File: src/rtl/dmips_ctrl_pkg.sv
// Shared encodings for the dmips multicycle controller: opcodes, funct codes,
// ALU control codes, datapath mux selects and the controller state enum.
package dmips_ctrl_pkg;

  localparam logic [5:0] OP_RTYPE = 6'b000000;
  localparam logic [5:0] OP_ADDI  = 6'b001000;
  localparam logic [5:0] OP_LB    = 6'b100000;
  localparam logic [5:0] OP_SB    = 6'b101000;
  localparam logic [5:0] OP_BEQ   = 6'b000100;
  localparam logic [5:0] OP_BNE   = 6'b000101;
  localparam logic [5:0] OP_J     = 6'b000010;

  localparam logic [5:0] FN_ADD = 6'b100000;
  localparam logic [5:0] FN_SUB = 6'b100010;
  localparam logic [5:0] FN_AND = 6'b100100;
  localparam logic [5:0] FN_OR  = 6'b100101;
  localparam logic [5:0] FN_SLT = 6'b101010;

  localparam logic [2:0] ALU_ADD = 3'b010;
  localparam logic [2:0] ALU_SUB = 3'b110;
  localparam logic [2:0] ALU_AND = 3'b000;
  localparam logic [2:0] ALU_OR  = 3'b001;
  localparam logic [2:0] ALU_SLT = 3'b111;
  localparam logic [2:0] ALU_NOP = 3'b101;

  localparam logic [1:0] SRCB_B     = 2'b00;
  localparam logic [1:0] SRCB_FOUR  = 2'b01;
  localparam logic [1:0] SRCB_IMM   = 2'b10;
  localparam logic [1:0] SRCB_IMMSH = 2'b11;

  localparam logic [1:0] PCSRC_ALU    = 2'b00;
  localparam logic [1:0] PCSRC_ALUOUT = 2'b01;
  localparam logic [1:0] PCSRC_JUMP   = 2'b10;

  typedef enum logic [3:0] {
    S_FETCH  = 4'd0,
    S_DECODE = 4'd1,
    S_MEMADR = 4'd2,
    S_MEMRD  = 4'd3,
    S_MEMWB  = 4'd4,
    S_MEMWR  = 4'd5,
    S_RTEX   = 4'd6,
    S_RTWB   = 4'd7,
    S_IMEX   = 4'd8,
    S_IMWB   = 4'd9,
    S_BREX   = 4'd10,
    S_JEX    = 4'd11
  } state_t;

endpackage

File: src/rtl/alu_decoder.sv
// R-type funct field to ALU control code; unsupported functs map to the no-op code.
module alu_decoder
  import dmips_ctrl_pkg::*;
(
  input  logic [5:0] funct_i,
  output logic [2:0] alucont_o
);

  always_comb begin
    alucont_o = ALU_NOP;
    case (funct_i)
      FN_ADD:  alucont_o = ALU_ADD;
      FN_SUB:  alucont_o = ALU_SUB;
      FN_AND:  alucont_o = ALU_AND;
      FN_OR:   alucont_o = ALU_OR;
      FN_SLT:  alucont_o = ALU_SLT;
      default: alucont_o = ALU_NOP;
    endcase
  end

endmodule

File: src/rtl/multicycle_controller.sv
// Moore control FSM for the dmips multicycle datapath, with memory wait states
// in FETCH/MEMRD/MEMWR and a one-cycle illegal-opcode pulse in DECODE.
module multicycle_controller
  import dmips_ctrl_pkg::*;
#(
  parameter int unsigned WAIT_CYCLES = 0
) (
  input  logic       clk,
  input  logic       rst_n,
  input  logic [5:0] op,
  input  logic [5:0] funct,
  input  logic       zero,
  output logic       pcen,
  output logic       iord,
  output logic       memread,
  output logic       memwrite,
  output logic       irwrite,
  output logic       regdst,
  output logic       memtoreg,
  output logic       regwrite,
  output logic       alusrca,
  output logic [1:0] alusrcb,
  output logic [1:0] pcsrc,
  output logic [2:0] alucont,
  output logic       illegal
);

  localparam int CW = (WAIT_CYCLES > 0) ? $clog2(WAIT_CYCLES + 1) : 1;
  localparam logic [CW-1:0] WAIT_MAX = CW'(WAIT_CYCLES);

  state_t        state_q, state_d, nxt;
  logic [CW-1:0] cnt_q, cnt_d;
  logic          bne_q, bne_d;
  logic          hold, illegal_c;
  logic          pcwrite_c, branch_c, irwrite_c, regwrite_c, memwrite_c, illegal_o_c;
  logic [2:0]    alu_rtype;

  alu_decoder u_alu_decoder (
    .funct_i   (funct),
    .alucont_o (alu_rtype)
  );

  always_ff @(posedge clk or negedge rst_n) begin
    if (!rst_n) begin
      state_q <= S_FETCH;
      cnt_q   <= '0;
      bne_q   <= 1'b0;
    end else begin
      state_q <= state_d;
      cnt_q   <= cnt_d;
      bne_q   <= bne_d;
    end
  end

  // Memory-access states stall until the counter reaches WAIT_MAX.
  assign hold = ((state_q == S_FETCH) || (state_q == S_MEMRD) || (state_q == S_MEMWR))
                && (cnt_q != WAIT_MAX);

  always_comb begin
    nxt       = S_FETCH;
    illegal_c = 1'b0;
    case (state_q)
      S_FETCH:  nxt = S_DECODE;
      S_DECODE: begin
        case (op)
          OP_LB, OP_SB:   nxt = S_MEMADR;
          OP_RTYPE:       nxt = S_RTEX;
          OP_ADDI:        nxt = S_IMEX;
          OP_BEQ, OP_BNE: nxt = S_BREX;
          OP_J:           nxt = S_JEX;
          default: begin
            nxt       = S_FETCH;
            illegal_c = 1'b1;
          end
        endcase
      end
      S_MEMADR: nxt = (op == OP_SB) ? S_MEMWR : S_MEMRD;
      S_MEMRD:  nxt = S_MEMWB;
      S_RTEX:   nxt = S_RTWB;
      S_IMEX:   nxt = S_IMWB;
      default:  nxt = S_FETCH;
    endcase
  end

  always_comb begin
    state_d = hold ? state_q : nxt;
    cnt_d   = hold ? cnt_q + 1'b1 : '0;
    bne_d   = (state_q == S_DECODE) ? (op == OP_BNE) : bne_q;
  end

  always_comb begin
    pcwrite_c   = 1'b0;
    branch_c    = 1'b0;
    iord        = 1'b0;
    memread     = 1'b0;
    memwrite_c  = 1'b0;
    irwrite_c   = 1'b0;
    regdst      = 1'b0;
    memtoreg    = 1'b0;
    regwrite_c  = 1'b0;
    alusrca     = 1'b0;
    alusrcb     = SRCB_B;
    pcsrc       = PCSRC_ALU;
    alucont     = ALU_ADD;
    illegal_o_c = 1'b0;
    case (state_q)
      S_FETCH: begin
        memread   = 1'b1;
        alusrcb   = SRCB_FOUR;
        irwrite_c = !hold;
        pcwrite_c = !hold;
      end
      S_DECODE: begin
        alusrcb     = SRCB_IMMSH;
        illegal_o_c = illegal_c;
      end
      S_MEMADR: begin
        alusrca = 1'b1;
        alusrcb = SRCB_IMM;
      end
      S_MEMRD: begin
        iord    = 1'b1;
        memread = 1'b1;
      end
      S_MEMWB: begin
        memtoreg   = 1'b1;
        regwrite_c = 1'b1;
      end
      S_MEMWR: begin
        iord       = 1'b1;
        memwrite_c = 1'b1;
      end
      S_RTEX: begin
        alusrca = 1'b1;
        alucont = alu_rtype;
      end
      S_RTWB: begin
        regdst     = 1'b1;
        regwrite_c = 1'b1;
      end
      S_IMEX: begin
        alusrca = 1'b1;
        alusrcb = SRCB_IMM;
      end
      S_IMWB:   regwrite_c = 1'b1;
      S_BREX: begin
        alusrca  = 1'b1;
        alucont  = ALU_SUB;
        pcsrc    = PCSRC_ALUOUT;
        branch_c = 1'b1;
      end
      S_JEX: begin
        pcsrc     = PCSRC_JUMP;
        pcwrite_c = 1'b1;
      end
      default: ;
    endcase
  end

  // Write enables are gated by rst_n so an asserted reset silences them at once.
  assign pcen     = rst_n & (pcwrite_c | (branch_c & (zero ^ bne_q)));
  assign irwrite  = rst_n & irwrite_c;
  assign regwrite = rst_n & regwrite_c;
  assign memwrite = rst_n & memwrite_c;
  assign illegal  = rst_n & illegal_o_c;

endmodule

File: config.mk
export PLATFORM = sky130hd
export DESIGN_NAME = multicycle_controller
export DESIGN_NICKNAME = d
export VERILOG_FILES = /design/src/rtl/dmips_ctrl_pkg.sv /design/src/rtl/alu_decoder.sv /design/src/rtl/multicycle_controller.sv
export SDC_FILE = /design/constraint.sdc
export NUM_CORES = 1
export LEC_CHECK = 0
export ABC_CLOCK_PERIOD_IN_PS = 5150
export CAP_MARGIN = 20
export CORE_UTILIZATION = 50
export CTS_CLUSTER_SIZE = 14
export DETAILED_ROUTE_END_ITERATION = 7
export DONT_BUFFER_PORTS = 1
export PLACE_DENSITY_LB_ADDON = 0.1
export SLEW_MARGIN = 15
export SYNTH_ARGS = -nofsm -noshare
export SYNTH_HDL_FRONTEND = slang
export SYNTH_HIERARCHICAL = 1
export SYNTH_SLANG_ARGS = --single-unit
File: constraint.sdc
create_clock -name clk -period 5.15 [get_ports clk]
set_clock_uncertainty 0.1 [all_clocks]
set_input_delay 1.03 -clock clk [delete_from_list [all_inputs] [get_ports clk]]
set_output_delay 1.03 -clock clk [all_outputs]
set_load 0.01 [all_outputs]
== Yosys cells after proc, flatten, opt, wreduce, memory -nomap -nowiden ==
Index checks and enable logic that the tools add are counted.

* Logic and storage cells: 68
* Output and inout bits: 17
* Bits of input ports: 15
* Register bits after elaboration: 6

* Bitwise gates (word level): 8
* Add/sub/neg operators: 1
* Equal/unequal tests: 22
* Mux-type cells: 20
* Reductions and logical operators: 14

{| class="wikitable"
|+ Operators by type and width
! kind !! number
|-
| 6-bit equality test (second input constant) || 7
|-
| 4-bit case mux with 6 select lines || 1
|-
| 4-bit case mux with 5 select lines || 1
|-
| 4-bit by 3-bit equality test with 1-bit output (second input constant) || 4
|-
| 4-bit equality test (second input constant) || 4
|-
| 3-bit case mux with 5 select lines || 1
|-
| 6-bit by 3-bit equality test with 1-bit output (second input constant) || 2
|-
| 1-bit 2-to-1 mux || 12
|-
| 2-bit OR reduction || 5
|-
| 4-bit by 2-bit equality test with 1-bit output (second input constant) || 2
|-
| 7-bit OR reduction || 1
|-
| 1-bit bitwise AND || 6
|-
| 6-bit by 2-bit equality test with 1-bit output (second input constant) || 1
|-
| 6-bit by 4-bit equality test with 1-bit output (second input constant) || 1
|-
| 6-bit zero test || 1
|-
| 2-bit case mux with 3 select lines || 1
|-
| 3-bit case mux with 2 select lines || 1
|-
| 4-bit by 1-bit equality test with 1-bit output (second input constant) || 1
|-
| 4-bit zero test || 1
|-
| 2-bit case mux with 2 select lines || 1
|-
| 4-bit OR reduction || 1
|-
| 3-bit 2-to-1 mux || 1
|-
| 3-bit OR reduction || 1
|-
| 1-bit logical OR || 2
|-
| other kinds (6) || 6
|}

== Longest topological paths before layout ==
Gate-level depths: netlist of the first run.

* Depth in word-level cells: 8
* Mapped depth: 5
* Mapped depth without buffers: 4

== Cells and area by module ==
The synthesis of the first run kept the hierarchy.

{| class="wikitable"
|+ Modules (own cells, without submodules)
! module !! sequential area each (um2) !! area an instance (um2) !! cells each !! times used
|-
| multicycle_controller || 150.1 || 691.9 || 94 || 1
|-
| alu_decoder || 0.0 || 47.5 || 8 || 1
|}

== Least setup slack after synthesis of the first run ==
No wires, ideal clock.

* Path type: in2out
* From: input op[3]
* To: output illegal
* Arrival time: 2.062 ns
* Setup slack: 1.958 ns
* Buffers on the path: 1
* Required time: 4.020 ns
* Stages: 4
* Cell sequence: buf_6 -> or4b_2 -> a31oi_1 -> a311oi_1

* Word-level cells in the longest chain between the ends: 5
* Elaborated cells between the ends (all ways): 11
* Classes of those cells: eq/ne: 6; mux: 2; bitwise: 1; reduce/logical: 2

{| class="wikitable"
|+ Ends and longest elaborated chain
! item !! line !! source
|-
| start, declared || multicycle_controller.sv:10 || <nowiki>input logic [5:0] op,</nowiki>
|-
| 6-bit equality test, or another cell as far along || multicycle_controller.sv:65 || <nowiki>case (op)</nowiki>
|-
| 7-bit OR reduction (no line) (*) || - ||
|-
| 1-bit 2-to-1 mux (*) || multicycle_controller.sv:65 ||
|-
| 1-bit 2-to-1 mux (*) || multicycle_controller.sv:106 || <nowiki>case (state_q)</nowiki>
|-
| 1-bit bitwise AND (*) || multicycle_controller.sv:165 || <nowiki>assign illegal = rst_n & illegal_o_c;</nowiki>
|-
| end, declared || multicycle_controller.sv:25 || <nowiki>output logic illegal</nowiki>
|}

Mark *: on every way between the ends. The rest lies on a longest branch, timed or not.

== Worst setup path in the final report of the first run ==
* From: register state_q[1]
* To: output illegal

* Word-level cells in the longest chain between the ends: 3

{| class="wikitable"
|+ Ends and longest elaborated chain
! item !! line !! source
|-
| start, declared || multicycle_controller.sv:31 || <nowiki>state_t state_q, state_d, nxt;</nowiki>
|-
| start signal, assigned || multicycle_controller.sv:49 || <nowiki>state_q <= state_d;</nowiki>
|-
| 4-bit by 1-bit equality test with 1-bit output || multicycle_controller.sv:62, multicycle_controller.sv:106 ||
|-
| 1-bit 2-to-1 mux || multicycle_controller.sv:106 ||
|-
| 1-bit bitwise AND || multicycle_controller.sv:165 ||
|}

Every way passes these cells.

==> impl_metrics.env, run 1 <==
export IMPL_htree_levels=1
export IMPL_place_gp_congestion=0.777
export IMPL_cts_sinks=6
export IMPL_slew_viol_final=0
export IMPL_worstPathArrival_ns=2.05
export IMPL_synthSimpleGateAreaFrac_pct=41.1
export IMPL_io_buffers=0
export IMPL_fmax_mhz=314
export IMPL_synth_compound_area_share_pct=24.5
export IMPL_drt_wl_total_um=1740
export IMPL_grt_use_total_pct=23.3
export IMPL_ys_seq_elements=6
export IMPL_finalHoldViolations=0
export IMPL_synth_top_family_by_area="simple AND/OR/NAND/NOR gates"
export IMPL_slowest_delay_ns=0.65
export IMPL_relSlewSlack_pct=59.0
export IMPL_yosys_warnings=6
export IMPL_synth_edf_count=0
export IMPL_vdd_drop_max_uv=190
export IMPL_crit_required_ns=4.02
export IMPL_yosysSeqAreaShare_pct=20.3
export IMPL_synth_area_um2=739
export IMPL_grt_pass1_vias=541
export IMPL_place_inst=108
export IMPL_ctsResizeCount=0
export IMPL_worst_slack_ns=1.97
export IMPL_p_per_area_nw_per_um2=399
export IMPL_period_minus_slack_ns=3.18
export IMPL_synthAdderAreaFrac_pct=0
export IMPL_cts_hold_fix_buffers=0
export IMPL_layout_commonest_cell="a21oi_1"
export IMPL_dieArea_um2=1640
export IMPL_most_common_layout_cells="a21oi_1, nor2_1, nor3_1"
export IMPL_cts_buffer_depth=2
export IMPL_drive_gt1_share_pct=8.33
export IMPL_path_cells="nor4b_1, nand2_1, a311oi_1"
export IMPL_period_share_pct=61.8
export IMPL_startpoint_type="flip-flop"
export IMPL_critPathKind="reg2out"
export IMPL_synthXorXnorAreaFrac_pct=4.74
export IMPL_firstDrtPassIters=4
export IMPL_async_reset_ff_share_pct=100
export IMPL_hold_class="in2async"
export IMPL_dp_hpwl_um=1250
export IMPL_insertion_delay_ns=0.25
export IMPL_path_buf_inv=0
export IMPL_synth_top_area_share_pct=20.3
export IMPL_synth_mux_area_fraction_pct=0
export IMPL_root_buffer="clkbuf_4"
export IMPL_viasPerCell=6.65
export IMPL_num_nets_final=113
export IMPL_setup_tns_ns=0
export IMPL_instances_no_fill=111
export IMPL_post_cts_buffers=0
export IMPL_die_w_um=40.5
export IMPL_ys_types=41
export IMPL_numCtsBuffers=3
export IMPL_setup_viol=0
export IMPL_overflow=0
export IMPL_end_kind="output port"
export IMPL_cts_tree="done"
export IMPL_antenna_cells=0
export IMPL_synth_nets=117
export IMPL_place_ws_ns=1.99
export IMPL_drt_iter0_drc=9
export IMPL_core_um2=1330
export IMPL_io_pins=32
export IMPL_clk_pin_slew_worst_paths_ns=0.05
export IMPL_power_total_mw=0.295
export IMPL_rsz0062_at_grt="false"
export IMPL_antenna_found_initial=0
export IMPL_path_delay_family="simple AND/OR/NAND/NOR gates"
export IMPL_die_y_um=40.5
export IMPL_worst_path_max_delay_cell="nor4b_1"
export IMPL_synthCells=102
export IMPL_routedWlPerCell_um=15.7
export IMPL_avgSynthCellArea_um2=7.25
export IMPL_post_route_util_pct=55.3
export IMPL_drc=0
export IMPL_vias=738
export IMPL_synthTopCellsByArea="dfrtp_1, a21oi_1, nor3_1"
export IMPL_leakage_nw=0.276
export IMPL_crit_fanout=20
export IMPL_worst_slew_pin_slew_ns=0.607
export IMPL_synth_area_leader_cell="dfrtp_1"
export IMPL_ant_nets=0
export IMPL_grt_max_degree=21
export IMPL_grt_pass1_wl_um=2420
export IMPL_synth_ff_type="dfrtp_1"
export IMPL_syn2layout_area_growth_pct=-0.169
export IMPL_rows=13
export IMPL_start_util_pct=55.4
export IMPL_drv_cap=0
export IMPL_status="finished, final reports clean"
-- where the power goes --
part           switching, mW  internal, mW
Sequential            0.0477        0.0571
Combinational         0.0799        0.0638
Clock                 0.0198        0.0265
-- final cells by class --
type,count,area [um2]
sequential,6,150
inverter,6,22.5
clock buffer,3,22.5
multi-input combinational,81,524
fill,143,596
tap,15,18.8
-- state kept, by name, indices dropped and copies added, names as in the netlist --
register / cells
state_q: 4
bne_q: 1
cnt_q: 1
-- worst register-to-register path: stages (launching register included) --
cell,delay [ns]
dfrtp_1,0.60
nor4b_1,0.65
nand4_1,0.17
o32ai_1,0.24
-- synth_stat cells (4+ instances only) --
master / n
a21oi_1: 10
nor2_1: 8
nor3_1: 7
clkbuf_1: 6
dfrtp_1: 6
inv_1: 6
nand2_1: 6
nand2b_1: 4
nor2b_1: 4
xor2_1: 4
-- layer usage --
| layer | track usage [%] | vias to the layer above | routed length [um] |
|---|---|---|---|
| met5 | 0 | - | 0 |
| met1 | 31.7 | 343 | 773 |
| met3 | 9.44 | 2 | 151 |
| li1 | - | 368 | - |
| met2 | 31.7 | 25 | 802 |
| met4 | 10.0 | 0 | 10 |
-- stage by stage --
step / hold WS, ns / instance area, um2
after floorplan: 0.404 / 739
after global placement: 0.430 / 716
after detailed placement: 0.430 / 716
after CTS: 0.360 / 738
after global routing: 0.355 / 738
final: 0.369 / 738
-- path summary, 6_finish.rpt --
| path | startpoint | end | slack, ns | cells after the start |
|---|---|---|---|---|
| worst max-delay path | state_q[1] | illegal | 1.97 | 3 |
| worst min-delay path | rst_n | state_q[3] | 0.37 | 0 |
| worst max register to register | state_q[1] | bne_q | 3.29 | 3 |
| worst min register to register | bne_q | bne_q | 0.44 | 2 |
| max in group asynchronous | rst_n | bne_q | 4.51 | 0 |
| min in group clk | bne_q | bne_q | 0.44 | 2 |
-- kinds of logic after synthesis --
group | count (synthesis)
other | 1
buffers and inverters | 15
AO/OA/AOI/OAI | 26
AND/OR/NAND/NOR | 50
flip-flops | 6
XOR/XNOR | 4
Note: power is estimated with default switching activity, not from simulation.
==> inputs of run 2 (changes only) <==
Settings changed: ABC_CLOCK_PERIOD_IN_PS 5150 to 2600.
Clock period 5.15 ns to 2.6 ns, I/O delays scaled along.
==> impl_metrics.env, run 2 (synthesis results as in run 1) <==
export IMPL_hold_class="in2reg"
export IMPL_worstPathArrival_ns=1.72
export IMPL_antenna_cells=0
export IMPL_leakage_nw=0.306
export IMPL_reg_largest_list="state_q x4, bne_q x1, cnt_q x1"
export IMPL_io_pins=32
export IMPL_vdd_drop_max_uv=368
export IMPL_layout_commonest_cell="a21oi_1"
export IMPL_num_nets_final=119
export IMPL_rsz0062_at_grt="false"
export IMPL_critPathKind="reg2out"
export IMPL_cts_sinks=6
export IMPL_post_cts_buffers=0
export IMPL_clk_pin_slew_worst_paths_ns=0.05
export IMPL_core_um2=1330
export IMPL_most_common_layout_cells="a21oi_1, nor2_1, nor3_1"
export IMPL_fmax_mhz=428
export IMPL_startpoint_type="flip-flop"
export IMPL_period_minus_slack_ns=2.34
export IMPL_place_gp_congestion=0.736
export IMPL_routedWlPerCell_um=15.6
export IMPL_drc=0
export IMPL_start_util_pct=55.4
export IMPL_grt_pass1_vias=609
export IMPL_cts_buffer_depth=2
export IMPL_period_share_pct=89.9
export IMPL_crit_required_ns=1.98
export IMPL_vias=751
export IMPL_grt_use_total_pct=25.0
export IMPL_rows=13
export IMPL_setup_tns_ns=0
export IMPL_dieArea_um2=1640
export IMPL_largest_reg_flops=4
export IMPL_antenna_found_initial=0
export IMPL_io_buffers=0
export IMPL_viasPerCell=6.42
export IMPL_setup_viol=0
export IMPL_crit_fanout=12
export IMPL_p_per_area_nw_per_um2=794
export IMPL_syn2layout_area_growth_pct=6.43
export IMPL_overflow=0
export IMPL_drt_wl_total_um=1820
export IMPL_root_buffer="clkbuf_4"
export IMPL_ant_nets=0
export IMPL_insertion_delay_ns=0.25
export IMPL_firstDrtPassIters=4
export IMPL_status="finished, final reports clean"
export IMPL_regMostFlops="state_q"
export IMPL_die_y_um=40.5
export IMPL_cts_tree="done"
export IMPL_end_kind="output port"
export IMPL_slew_viol_final=0
export IMPL_dp_hpwl_um=1310
export IMPL_numCtsBuffers=3
export IMPL_drive_gt1_share_pct=13.7
export IMPL_die_w_um=40.5
export IMPL_drt_iter0_drc=8
export IMPL_post_route_util_pct=59.0
export IMPL_drv_cap=0
export IMPL_grt_pass1_wl_um=2680
export IMPL_finalHoldViolations=0
export IMPL_htree_levels=1
export IMPL_grt_max_degree=20
export IMPL_power_total_mw=0.625
[run 2: what timing repair did]
item / 4_1_cts / 5_1_grt
resized for setup: 0 / 1
setup endpoints to repair: 0 / 1
hold endpoints to repair: 6 / 0
hold buffers: 1 / 0
[run 2: cell type report]
class / instances / area, um2
Fill cell: 142 / 547
Multi-Input combinational cell: 81 / 524
Sequential cell: 6 / 151
Timing Repair Buffer: 6 / 47.5
Clock buffer: 3 / 22.5
Inverter: 6 / 22.5
Tap cell: 15 / 18.8
[run 2: stage by stage]
step | setup WS (ns) | area (um2) | hold WS [ns] | instances
finish | 0.262 | 787 | 0.292 | 117
global route | 0.147 | 787 | 0.283 | 117
CTS | 0.159 | 786 | 0.285 | 117
floorplan | 0.428 | 739 | 0.124 | 102
global placement | 0.365 | 753 | 0.125 | 113
detailed placement | 0.349 | 753 | 0.125 | 113
[run 2: routing by layer]
metal,global-route usage [%],part of all wire (%),routed length (um),up-vias
li1,-,-,-,376
met1,35.6,46,840,351
met2,34.5,47,862,22
met3,7.22,5.9,107,2
met4,10.0,0.55,10,0
met5,0,0,0,-
[run 2: worst paths after layout]
kind / startpoint / end / slack [ns] / cells past startpoint
max: state_q[3] / illegal / 0.26 / 4
min: op[5] / bne_q / 0.29 / 1
max reg2reg: state_q[3] / bne_q / 0.91 / 4
min reg2reg: bne_q / bne_q / 0.45 / 2
max in group asynchronous: rst_n / state_q[0] / 1.65 / 1
min in group asynchronous: rst_n / state_q[3] / 0.49 / 1
[run 2: power breakdown]
part / total, mW / switching (mW) / internal (mW)
clock network: 0.0889 / 0.0365 / 0.0524
logic: 0.368 / 0.210 / 0.158
registers: 0.168 / 0.0524 / 0.116
[run 2: critical path: stages, from the launching register on]
cell and delay [ns]:
dfrtp_1 0.49, nor4b_1 0.45, nand2_1 0.12, a311oi_1 0.25, buf_4 0.16
